## src/rtl/notas_pkg.sv

```systemverilog
// Shared definitions for the tone generator: note table, half-period helper
// and FSM state encoding.
package notas_pkg;

  localparam int unsigned NUM_NOTAS = 13;

  // Note frequencies in centi-Hz, C4 (index 0) through C5 (index 12).
  localparam int unsigned FREQ_CHZ [NUM_NOTAS] = '{
    26163, 27718, 29366, 31113, 32963, 34923, 36999,
    39200, 41530, 44000, 46616, 49388, 52325
  };

  typedef enum logic {
    SILENCIO = 1'b0,
    TOCANDO  = 1'b1
  } estado_t;

  // Clock cycles per half period of note idx; 64-bit so CLOCK_FREQ*50 cannot overflow.
  function automatic longint unsigned half_count(input longint unsigned clock_freq,
                                                 input int unsigned      idx);
    return (clock_freq * 64'd50) / 64'(FREQ_CHZ[idx]);
  endfunction

endpackage

```

## src/rtl/divisor_tom.sv

```systemverilog
// Loadable half-period counter for the tone generator.
// Ports:
//   clock      - rising-edge clock
//   reset      - synchronous active-low reset
//   carregar   - clears the count (note load, silence)
//   conta      - advance the count; wraps to 0 after reaching limite
//   limite     - terminal value (half-period count minus one)
//   terminal_c - combinational: count equals limite
module divisor_tom #(
  parameter int unsigned CW = 17
) (
  input  logic          clock,
  input  logic          reset,
  input  logic          carregar,
  input  logic          conta,
  input  logic [CW-1:0] limite,
  output logic          terminal_c
);

  logic [CW-1:0] cnt;

  assign terminal_c = (cnt == limite);

  // Clear has priority over counting so a new note always starts from zero.
  always_ff @(posedge clock) begin
    if (!reset) begin
      cnt <= '0;
    end else if (carregar) begin
      cnt <= '0;
    end else if (conta) begin
      cnt <= terminal_c ? '0 : cnt + CW'(1);
    end
  end

endmodule

```

## src/rtl/gerador_tom.sv

```systemverilog
// Square-wave tone generator for a buzzer, driven by a one-hot note select.
// Ports:
//   clock       - rising-edge clock
//   reset       - synchronous active-low reset
//   nota        - one-hot note select, bit0=C4 .. bit12=C5, zero = silence
//   habilita    - tone enable; 0 forces silence
//   saida       - registered 50% duty square wave
//   tocando     - registered; high while a valid note is generated
//   fim_periodo - registered one-cycle pulse after each completed period
module gerador_tom
  import notas_pkg::*;
#(
  parameter int unsigned CLOCK_FREQ = 50_000_000
) (
  input  logic                 clock,
  input  logic                 reset,
  input  logic [NUM_NOTAS-1:0] nota,
  input  logic                 habilita,
  output logic                 saida,
  output logic                 tocando,
  output logic                 fim_periodo
);

  localparam longint unsigned HALF_C4 = half_count(64'(CLOCK_FREQ), 0);
  localparam longint unsigned HALF_C5 = half_count(64'(CLOCK_FREQ), NUM_NOTAS - 1);
  localparam int unsigned     CW      = $clog2(HALF_C4 + 64'd1);

  if (HALF_C5 < 64'd2) begin : g_erro_half
    $error("gerador_tom: CLOCK_FREQ too low, half period of C5 below 2 cycles");
  end

  estado_t              estado;
  logic [NUM_NOTAS-1:0] r_nota;
  logic [CW-1:0]        limites [NUM_NOTAS];
  logic [CW-1:0]        limite_c;
  logic                 valido_c;
  logic                 diferente_c;
  logic                 conta_c;
  logic                 carregar_c;
  logic                 terminal_c;

  // Per-note terminal counts, all fixed at elaboration.
  for (genvar g = 0; g < NUM_NOTAS; g++) begin : g_lim
    localparam longint unsigned H = half_count(64'(CLOCK_FREQ), g);
    assign limites[g] = CW'(H - 64'd1);
  end

  // r_nota is one-hot whenever it is used, so an OR-select picks one entry.
  always_comb begin
    limite_c = '0;
    for (int i = 0; i < NUM_NOTAS; i++) begin
      if (r_nota[i]) limite_c = limite_c | limites[i];
    end
  end

  assign valido_c    = habilita && $onehot(nota);
  assign diferente_c = (nota != r_nota);
  // Count only while steadily playing the same note; every other case restarts at 0.
  assign conta_c     = (estado == TOCANDO) && valido_c && !diferente_c;
  assign carregar_c  = !conta_c;

  divisor_tom #(.CW(CW)) u_divisor (
    .clock      (clock),
    .reset      (reset),
    .carregar   (carregar_c),
    .conta      (conta_c),
    .limite     (limite_c),
    .terminal_c (terminal_c)
  );

  // Note FSM with registered outputs.
  always_ff @(posedge clock) begin
    if (!reset) begin
      estado      <= SILENCIO;
      r_nota      <= '0;
      saida       <= 1'b0;
      tocando     <= 1'b0;
      fim_periodo <= 1'b0;
    end else begin
      fim_periodo <= 1'b0;
      case (estado)
        SILENCIO: begin
          if (valido_c) begin
            estado  <= TOCANDO;
            r_nota  <= nota;
            saida   <= 1'b0;
            tocando <= 1'b1;
          end
        end
        TOCANDO: begin
          if (!valido_c) begin
            estado  <= SILENCIO;
            saida   <= 1'b0;
            tocando <= 1'b0;
          end else if (diferente_c) begin
            // New note restarts cleanly from a low half-period.
            r_nota <= nota;
            saida  <= 1'b0;
          end else if (terminal_c) begin
            saida       <= ~saida;
            fim_periodo <= saida;
          end
        end
      endcase
    end
  end

endmodule
```

## config.mk

```make
export PLATFORM = sky130hd
export DESIGN_NAME = gerador_tom
export DESIGN_NICKNAME = d
export VERILOG_FILES = /design/src/rtl/notas_pkg.sv /design/src/rtl/divisor_tom.sv /design/src/rtl/gerador_tom.sv
export SDC_FILE = /design/constraint.sdc
export NUM_CORES = 1
export LEC_CHECK = 0
export CORE_MARGIN = 4
export CORE_UTILIZATION = 40
export CTS_BUF_LIST = sky130_fd_sc_hd__clkbuf_4 sky130_fd_sc_hd__clkbuf_8
export DETAILED_ROUTE_END_ITERATION = 8
export HOLD_SLACK_MARGIN = 0.15
export RECOVER_POWER = 100
export REMOVE_ABC_BUFFERS = 1
export SETUP_SLACK_MARGIN = 0.02
export SYNTH_ARGS = -nofsm -noshare
export SYNTH_HDL_FRONTEND = slang
export SYNTH_SLANG_ARGS = --single-unit
```

## constraint.sdc

```tcl
create_clock -name clock -period 5.3 [get_ports clock]
set_clock_uncertainty 0.15 [all_clocks]
set_input_delay 0.53 -clock clock [delete_from_list [all_inputs] [get_ports clock]]
set_output_delay 0.53 -clock clock [all_outputs]
set_load 0.005 [all_outputs]
```

# After elaboration in Yosys (flattened, before gate mapping)
# Cells that the tools add are included.
[word_totals]
regBits = 34
inputBits = 16
output_inout_bits = 3
wordCells = 68
[classes]
add_sub_neg = 13
eq_ne = 8
n_mux = 26
n_bitwise = 6
reduce_logical = 9
[op_table]
columns = ["cell", "count"]
rows = [
  ["$mux 17", 7],
  ["$mux 16", 6],
  ["$mux 13", 3],
  ["$pmux 13 s2", 1],
  ["$add 17x1->17 const B", 1],
  ["$eq 17x17->1", 1],
  ["$ne 13x13->1", 1],
  ["$add 1x1->2", 6],
  ["$add 2x2->3", 3],
  ["$mux 1", 7],
  ["$not 1->1", 6],
  ["$reduce_or 5->1", 1],
  ["$add 3x1->4", 1],
  ["$add 3x3->4", 1],
  ["$add 4x4->4", 1],
  ["$eq 4x1->1 const B", 1],
  ["$ne 2x1->1 const B", 2],
  ["$ne 2x2->1 const B", 2],
  ["$ne 4x2->1 const B", 1],
  ["$pmux 1 s2", 2],
  ["$reduce_and 2->1", 2],
  ["$logic_and 1x1->1", 3],
  ["$reduce_and 3->1", 1],
  ["$reduce_or 3->1", 1],
  ["$logic_not 1->1", 1],
]

# Logic depth before layout (Yosys ltp)
# Gate-level depths: netlist of the first run.
[logic_depth]
ltp_word = 18
mapped_depth = 17

# Cells and area by module
# From an unflattened synthesis of the first run, not the netlist that was laid out.
[hier_totals]
hier_cells = 269
hier_area_um2 = 2381.0
[modules_own_cells]
columns = ["module", "instances", "cells_per_inst", "area_per_inst_um2", "seq_area_each_um2"]
rows = [
  ["gerador_tom", 1, 152, 1318.8, 340.3],
  ["divisor_tom", 1, 117, 1062.3, 340.3],
]

# Least setup slack after synthesis of the first run
# Ideal clock, no wire load.
[synth_timing]
path_kind = "in2reg"
startpoint = "input port nota[0]"
endpoint = "register u_divisor.cnt[6]"
arrival_time_ps = 4446
required_ps = 5086
slack_ps = 640
stages = 17
path_cell_list = "fa_1 -> fa_1 -> inv_1 -> fa_1 -> fa_1 -> inv_1 -> fa_1 -> inv_1 -> fa_1 -> a211oi_1 -> mux2i_1 -> nor2_1 -> and2_1 -> and2_1 -> nand2_4 -> buf_6 -> nor2_1"
[synth_between]
elab_chain_len = 10
elab_cells_between_ends = 12
[synth_rtl]
columns = ["element", "line", "text"]
rows = [
  ["start: declaration", "gerador_tom.sv:17", "input logic [NUM_NOTAS-1:0] nota,"],
  ["$add 1x1->2 (not written as such)", "gerador_tom.sv:56", "assign valido_c = habilita && $onehot(nota);"],
  ["$add 2x2->3 (not written as such)", "gerador_tom.sv:56", ""],
  ["$add 3x3->4 (not written as such)", "gerador_tom.sv:56", ""],
  ["$add 4x4->4 (not written as such)", "gerador_tom.sv:56", ""],
  ["$eq 4x1->1", "gerador_tom.sv:56", ""],
  ["$logic_and 1x1->1", "gerador_tom.sv:56", ""],
  ["$logic_and 1x1->1", "gerador_tom.sv:59", "assign conta_c = (estado == TOCANDO) && valido_c && !diferente_c;"],
  ["$logic_and 1x1->1 (*)", "gerador_tom.sv:59", ""],
  ["$not 1->1 (no source line) (*)", "--", ""],
  ["$reduce_or 3->1 (no source line) (*)", "--", ""],
  ["end signal: assignment", "divisor_tom.sv:31", "cnt <= terminal_c ? '0 : cnt + CW'(1);"],
  ["end: declaration", "divisor_tom.sv:20", "logic [CW-1:0] cnt;"],
]
# Every way passes the cells marked *; elsewhere a longest branch is shown, timed or not.
# A chain may end at the register's enable or synchronous reset.

# Final worst setup path of the first run
[layout_timing]
startpoint = "input port nota[0]"
endpoint = "register r_nota[5]"
[layout_between]
elab_chain_len = 8
elab_cells_between_ends = 11
[layout_rtl]
columns = ["element", "line", "text"]
rows = [
  ["$add 1x1->2 (not written as such)", "gerador_tom.sv:56", ""],
  ["$add 2x2->3 (not written as such)", "gerador_tom.sv:56", ""],
  ["$add 3x3->4 (not written as such)", "gerador_tom.sv:56", ""],
  ["$add 4x4->4 (not written as such)", "gerador_tom.sv:56", ""],
  ["$eq 4x1->1", "gerador_tom.sv:56", ""],
  ["$logic_and 1x1->1", "gerador_tom.sv:56", ""],
  ["$ne 2x1->1 (no source line) / $ne 2x2->1 (equally long branches)", "--", ""],
  ["$reduce_and 3->1 (no source line) (*)", "--", ""],
  ["end signal: assignment", "gerador_tom.sv:85", "r_nota <= nota;"],
  ["end signal: assignment", "gerador_tom.sv:97", "r_nota <= nota;"],
  ["end: declaration", "gerador_tom.sv:33", "logic [NUM_NOTAS-1:0] r_nota;"],
]
# Marked as above.

==> results of run 1 <==
-- registers in the layout, indices dropped and copies added, names as in the netlist --
name and flops:
estado 1, fim_periodo 1, r_nota 13, saida 1, tocando 1, u_divisor.cnt 17
-- cell usage after synthesis (2+ instances only) --
library cell	n
nand4_1	5
nand2_1	11
inv_1	16
buf_2	3
or3_1	2
nor3_1	9
xor2_1	17
mux2i_1	14
xnor2_1	20
ha_1	4
nand3_1	12
a32oi_1	2
or4_1	4
dfxtp_1	34
nor4_1	10
nor2_1	24
fa_1	8
o21ai_0	6
nor4b_1	2
and2_1	3
and3_1	7
nor4_2	2
clkbuf_1	9
buf_1	2
nor2b_1	17
buf_6	3
o211ai_1	2
nand2b_1	2
a21oi_1	2
-- through the flow --
step / cells / instance area, um^2
after floorplan: 251 / 2240
after CTS: 350 / 2600
after global placement: 343 / 2520
after global routing: 350 / 2590
after detailed placement: 343 / 2520
final: 350 / 2590
-- worst paths after layout --
path,endpoint,cells after the start,from
min reg2reg,fim_periodo$_SDFF_PP0_,2,saida$_SDFFE_PN0P_
max,r_nota[5]$_SDFFE_PN0P_,16,nota[0]
max reg2reg,saida$_SDFFE_PN0P_,7,r_nota[7]$_SDFFE_PN0P_
min,fim_periodo$_SDFF_PP0_,2,saida$_SDFFE_PN0P_
-- area by class of cell --
class	instances	area share (%)
Multi-Input combinational cell	201	57.6
Sequential cell	34	26.2
Timing Repair Buffer	20	7.28
Tap cell	72	3.47
Clock buffer	5	2.65
Inverter	16	2.32
Clock inverter	2	0.386
-- metal layers --
layer / track usage, % / vias to the layer above
met2: 23.6 / 40
met4: 3.95 / 0
met1: 21.5 / 865
li1: - / 947
met3: 4.12 / 8
met5: 0 / -
-- tightest hold or removal path: stages, from the launching register on --
cell and delay [ns]:
dfxtp_1 0.35, nand2_1 0.07, nor2_1 0.04
-- power by group --
group	internal, mW	leakage [nW]	switching (mW)
registers	0.272	0.274	0.0416
clock network	0.0881	0.0438	0.0901
logic	0.237	0.654	0.248
-- kinds of logic after synthesis --
| kind of cell | Yosys count |
|---|---|
| AO/OA/AOI/OAI | 21 |
| XOR/XNOR | 37 |
| adder cells (fa/ha/maj) | 13 |
| buffers and inverters | 33 |
| flip-flops | 34 |
| multiplexers | 14 |
| AND/OR/NAND/NOR | 116 |
==> results.json, run 1 <==
{
  "tritoncts": "yes",
  "synthSimpleGateAreaFrac_pct": 28.3,
  "coreArea_mm2": 0.00557,
  "wirelength_met1_um": 2570,
  "pre_cts_slack_ns": 0.152,
  "timing.setup.tns_ns": 0,
  "synth.top_cell.area_share_pct": 29.3,
  "leakage_nw": 0.972,
  "first_global_vias": 1842,
  "synth_compound_area_share_pct": 6.56,
  "routed_wl_um": 5100,
  "hp-class": "flop to flop",
  "multi_input_area_mm2": 0.00150,
  "route.vias.total": 1860,
  "viasPerCell": 5.31,
  "numPortBuffers": 18,
  "start_util_pct": 41.7,
  "holdWs_ns": 0.338,
  "worst-path-buf-inv": 5,
  "io_pins": 19,
  "met3_length_um": 201,
  "maxSlewHeadroom_pct": 46.4,
  "yosysWarnings": 0,
  "final_cell_mix": "dfxtp_1 (34), nor2_1 (24), xnor2_1 (20)",
  "critPathLaunchType": "input pin",
  "rsz0062_at_grt": "no",
  "cts_htree_levels": 2,
  "synthArstFlopShare_pct": 0,
  "postSynthAreaPerCell_um2": 8.68,
  "clock-root-buffer": "clkbuf_8",
  "worstSetupPathType": "input pin to flop",
  "total_power_uw": 977,
  "critPathRequiredTime_ns": 5.32,
  "drt_pass1_iterations": 4,
  "fin_nets": 306,
  "post-route-drc-count": 0,
  "finalHoldViolCount": 0,
  "outcome": "finished, final reports clean",
  "antenna_left": 0,
  "period_minus_slack_ns": 4.94,
  "dieHeight_um": 84.3,
  "critical-path-top-delay-family": "adder cells",
  "fillers": 575,
  "grt_pass1_wl_um": 8980,
  "seqCellArea_um2": 681,
  "clk_latency_ns": 0.28,
  "synthTopCellsByArea": "dfxtp_1 (29%), xnor2_1 (7.5%), fa_1 (6.9%), xor2_1 (6.4%), mux2i_1 (6.0%)",
  "yosysSeqAreaShare_pct": 29.3,
  "routedWlPerCell_um": 14.6,
  "maxCapViolCount": 0,
  "ys_types": 45,
  "place.gp.congestion": 0.800,
  "dr_wl_met2_um": 2270,
  "grt_usage_pct": 15.4,
  "post-route-period-util_pct": 93.2,
  "synth_top_area_cell": "dfxtp_1",
  "max_stage_delay_ns": 0.53,
  "synth_top_family_by_area": "simple AND/OR/NAND/NOR gates",
  "synth.area.mux_share_pct": 6.02,
  "synth_edf_count": 0,
  "synth-adder-area-share_pct": 9.47,
  "power_density_mw_per_mm2": 377,
  "antenna_found_initial": 0,
  "path_cells": "clkdlybuf4s50_1 -> fa_1 -> fa_1 -> inv_1 -> fa_1 -> fa_1 -> inv_1 -> fa_1 -> inv_1 -> fa_1 -> a211oi_1 -> mux2i_1 -> nor3_1 -> clkbuf_2 -> mux2i_1 -> nor2b_1",
  "synth_ff_type": "dfxtp_1",
  "num_antenna_cells": 0,
  "layout_commonest_cell": "dfxtp_1",
  "top_layer": "met4",
  "cpMaxStageDelayCell": "fa_1",
  "crit_top_cell": "fa_1",
  "r2r_setup_slack_ns": 2.44,
  "areaGrowthSynthToFinish_pct": 11.5,
  "ys_ff_latch": 34,
  "fmax_ghz": 0.202,
  "std_cell_rows": 27,
  "die_w_um": 84.3,
  "post_cts_buffers": 0,
  "tightest_slew_ns": 0.796,
  "cp-end-kind": "flop",
  "cts_hold_buf": 0,
  "slew_violations": 0,
  "synth_xor_area_share_pct": 13.9,
  "die_area_mm2": 0.00710,
  "hpwl_um": 3960,
  "ctsResizeCount": 0,
  "grt_max_degree": 17,
  "grt_overflow": 0,
  "worstPathMaxFanout": 10,
  "worst_slack_ns": 0.358,
  "final_layout_size_suffix_gt1_share_pct": 4.68,
  "utilization_pct": 46.5,
  "syn_area_mm2": 0.00233,
  "cp.arrival_ns": 4.96,
  "finalSetupViolCount": 0,
  "clock_path_buffers": 2,
  "cts_buffers": 5,
  "clk_pin_slew_worst_paths_ns": 0.07,
  "peakVddDrop_v": 0.000163,
  "synthCells": 268,
  "clock-sinks": 34,
  "drtIter0Drc": 76
}
Power figures use the tool's default switching activity.
==> run 2, diff against run 1 <==
--- a/config.mk
+++ b/config.mk
@@ -6,10 +6,11 @@
 export NUM_CORES = 1
 export LEC_CHECK = 0
 export CORE_MARGIN = 4
-export CORE_UTILIZATION = 40
+export CORE_UTILIZATION = 60
 export CTS_BUF_LIST = sky130_fd_sc_hd__clkbuf_4 sky130_fd_sc_hd__clkbuf_8
 export DETAILED_ROUTE_END_ITERATION = 8
 export HOLD_SLACK_MARGIN = 0.15
+export PLACE_DENSITY = 0.82
 export RECOVER_POWER = 100
 export REMOVE_ABC_BUFFERS = 1
 export SETUP_SLACK_MARGIN = 0.02
==> results.json, run 2 (synthesized netlist as in run 1, its figures left out) <==
{
  "rsz0062_at_grt": "no",
  "fin_nets": 306,
  "coreArea_mm2": 0.00372,
  "grt_overflow": 0,
  "peakVddDrop_v": 0.000197,
  "clock-sinks": 34,
  "cts_htree_levels": 2,
  "tritoncts": "yes",
  "antenna_found_initial": 0,
  "outcome": "finished, final reports clean",
  "final_cell_mix": "dfxtp_1 (34), nor2_1 (24), xnor2_1 (20)",
  "drtIter0Drc": 132,
  "first_global_vias": 1827,
  "leakage_nw": 0.980,
  "maxSlewHeadroom_pct": 53.1,
  "drt_pass1_iterations": 4,
  "num_antenna_cells": 0,
  "r2r_cells": 7,
  "maxCapViolCount": 0,
  "grt_pass1_wl_um": 8910,
  "final_cell_count_no_fill": 327,
  "cp.arrival_ns": 4.95,
  "largestRegisters": "u_divisor.cnt x17, r_nota x13",
  "fmax_ghz": 0.203,
  "finalHoldViolCount": 0,
  "final_cell_area_mm2": 0.00258,
  "place.gp.congestion": 0.922,
  "slew_violations": 0,
  "routed_wl_um": 5160,
  "cpMaxStageDelayCell": "dlygate4sd3_1",
  "die_w_um": 70.3,
  "critPathLaunchType": "input pin",
  "max_stage_delay_ns": 0.62,
  "post-route-period-util_pct": 93.0,
  "cp-end-kind": "flop",
  "critPathRequiredTime_ns": 5.33,
  "timing.setup.tns_ns": 0,
  "start_util_pct": 62.6,
  "clock_path_buffers": 2,
  "cts_hold_buf": 0,
  "grt_max_degree": 17,
  "hp-class": "flop to flop",
  "dpl-instance-area_mm2": 0.00249,
  "period_minus_slack_ns": 4.93,
  "numPortBuffers": 18,
  "post_cts_buffers": 0,
  "hold_depth": 2,
  "largest_reg_flops": 17,
  "antenna_left": 0,
  "hpwl_um": 3790,
  "grt_usage_pct": 22.4,
  "dieHeight_um": 70.3,
  "post-route-drc-count": 0,
  "io_pins": 19,
  "tightest_slew_ns": 0.697,
  "die_area_mm2": 0.00494,
  "final_layout_size_suffix_gt1_share_pct": 5.02,
  "ctsResizeCount": 0,
  "worstPathMaxFanout": 10,
  "viasPerCell": 5.86,
  "finalSetupViolCount": 0,
  "worstSetupPathType": "input pin to flop",
  "power_density_mw_per_mm2": 390,
  "routedWlPerCell_um": 15.8,
  "clk_latency_ns": 0.29,
  "areaGrowthSynthToFinish_pct": 10.9,
  "path_cells": "dlygate4sd3_1 -> fa_1 -> fa_1 -> inv_1 -> fa_1 -> fa_1 -> inv_1 -> fa_1 -> inv_1 -> fa_1 -> a211oi_1 -> mux2i_1 -> nor3_1 -> clkbuf_2 -> mux2i_1 -> nor2b_1",
  "dp_cells": 319,
  "std_cell_rows": 22,
  "clock-root-buffer": "clkbuf_8",
  "layout_commonest_cell": "dfxtp_1",
  "cts_buffers": 5,
  "crit_top_cell": "fa_1",
  "clk_pin_slew_worst_paths_ns": 0.07,
  "largest-register": "u_divisor.cnt",
  "route.vias.total": 1916
}
-- run 2: cell count changes in the layout (fill, tap and decap cells not counted), sizes merged --
cell	before	now
clkbuf	7	9
clkdlybuf4s50	15	14
clkinv	2	1
dlygate4sd3	3	4
-- run 2: worst paths after layout --
| path | start | end | slack, ns |
|---|---|---|---|
| max | nota[3] | r_nota[7]$_SDFFE_PN0P_ | 0.37 |
| min | saida$_SDFFE_PN0P_ | fim_periodo$_SDFF_PP0_ | 0.33 |
| max reg2reg | r_nota[7]$_SDFFE_PN0P_ | saida$_SDFFE_PN0P_ | 2.42 |
| min reg2reg | saida$_SDFFE_PN0P_ | fim_periodo$_SDFF_PP0_ | 0.33 |
-- run 2: layout make-up --
class | count | area, um^2
multi-input cells | 201 | 1500
fillers | 313 | 1140
flip-flops and latches | 34 | 681
repair buffers | 20 | 189
clock buffers | 7 | 90.1
inverters | 16 | 60.1
well taps | 48 | 60.1
clock inverters | 1 | 5.00
-- run 2: worst max-delay path: cells and delay by family --
family,cells,cell delay (ns)
adder cells (fa/ha/maj),6,2.43
buffers and inverters,5,1.16
multiplexers,2,0.38
AND/OR/NAND/NOR,2,0.25
AO/OA/AOI/OAI,1,0.21
-- run 2: stage by stage --
| stage | utilization, % | hold slack (ns) | setup WS, ns | total power, mW |
|---|---|---|---|---|
| detailed placement | 67.0 | 0.332 | 0.180 | 0.800 |
| CTS | 69.6 | 0.335 | 0.473 | 1.01 |
| finish | 69.4 | 0.330 | 0.371 | 1.01 |
| floorplan | - | 0.313 | 0.212 | 0.692 |
| global placement | 67.0 | 0.318 | 0.293 | 0.786 |
| global route | 69.4 | 0.367 | 0.101 | 1.08 |
-- run 2: layer usage --
| layer | wire length [um] | share of wire [%] | vias up | track usage (%) |
|---|---|---|---|---|
| met5 | 0 | 0 | - | 0 |
| met4 | 76 | 1.5 | 0 | 6.17 |
| met3 | 335 | 6.5 | 9 | 4.60 |
| met2 | 2370 | 46 | 69 | 35.2 |
| met1 | 2380 | 46 | 896 | 30.8 |
| li1 | - | - | 942 | - |
-- run 2: power breakdown --
part / switching (mW) / total (mW) / internal, mW
Clock: 0.0931 / 0.203 / 0.110
Combinational: 0.252 / 0.488 / 0.237
Sequential: 0.0425 / 0.315 / 0.272
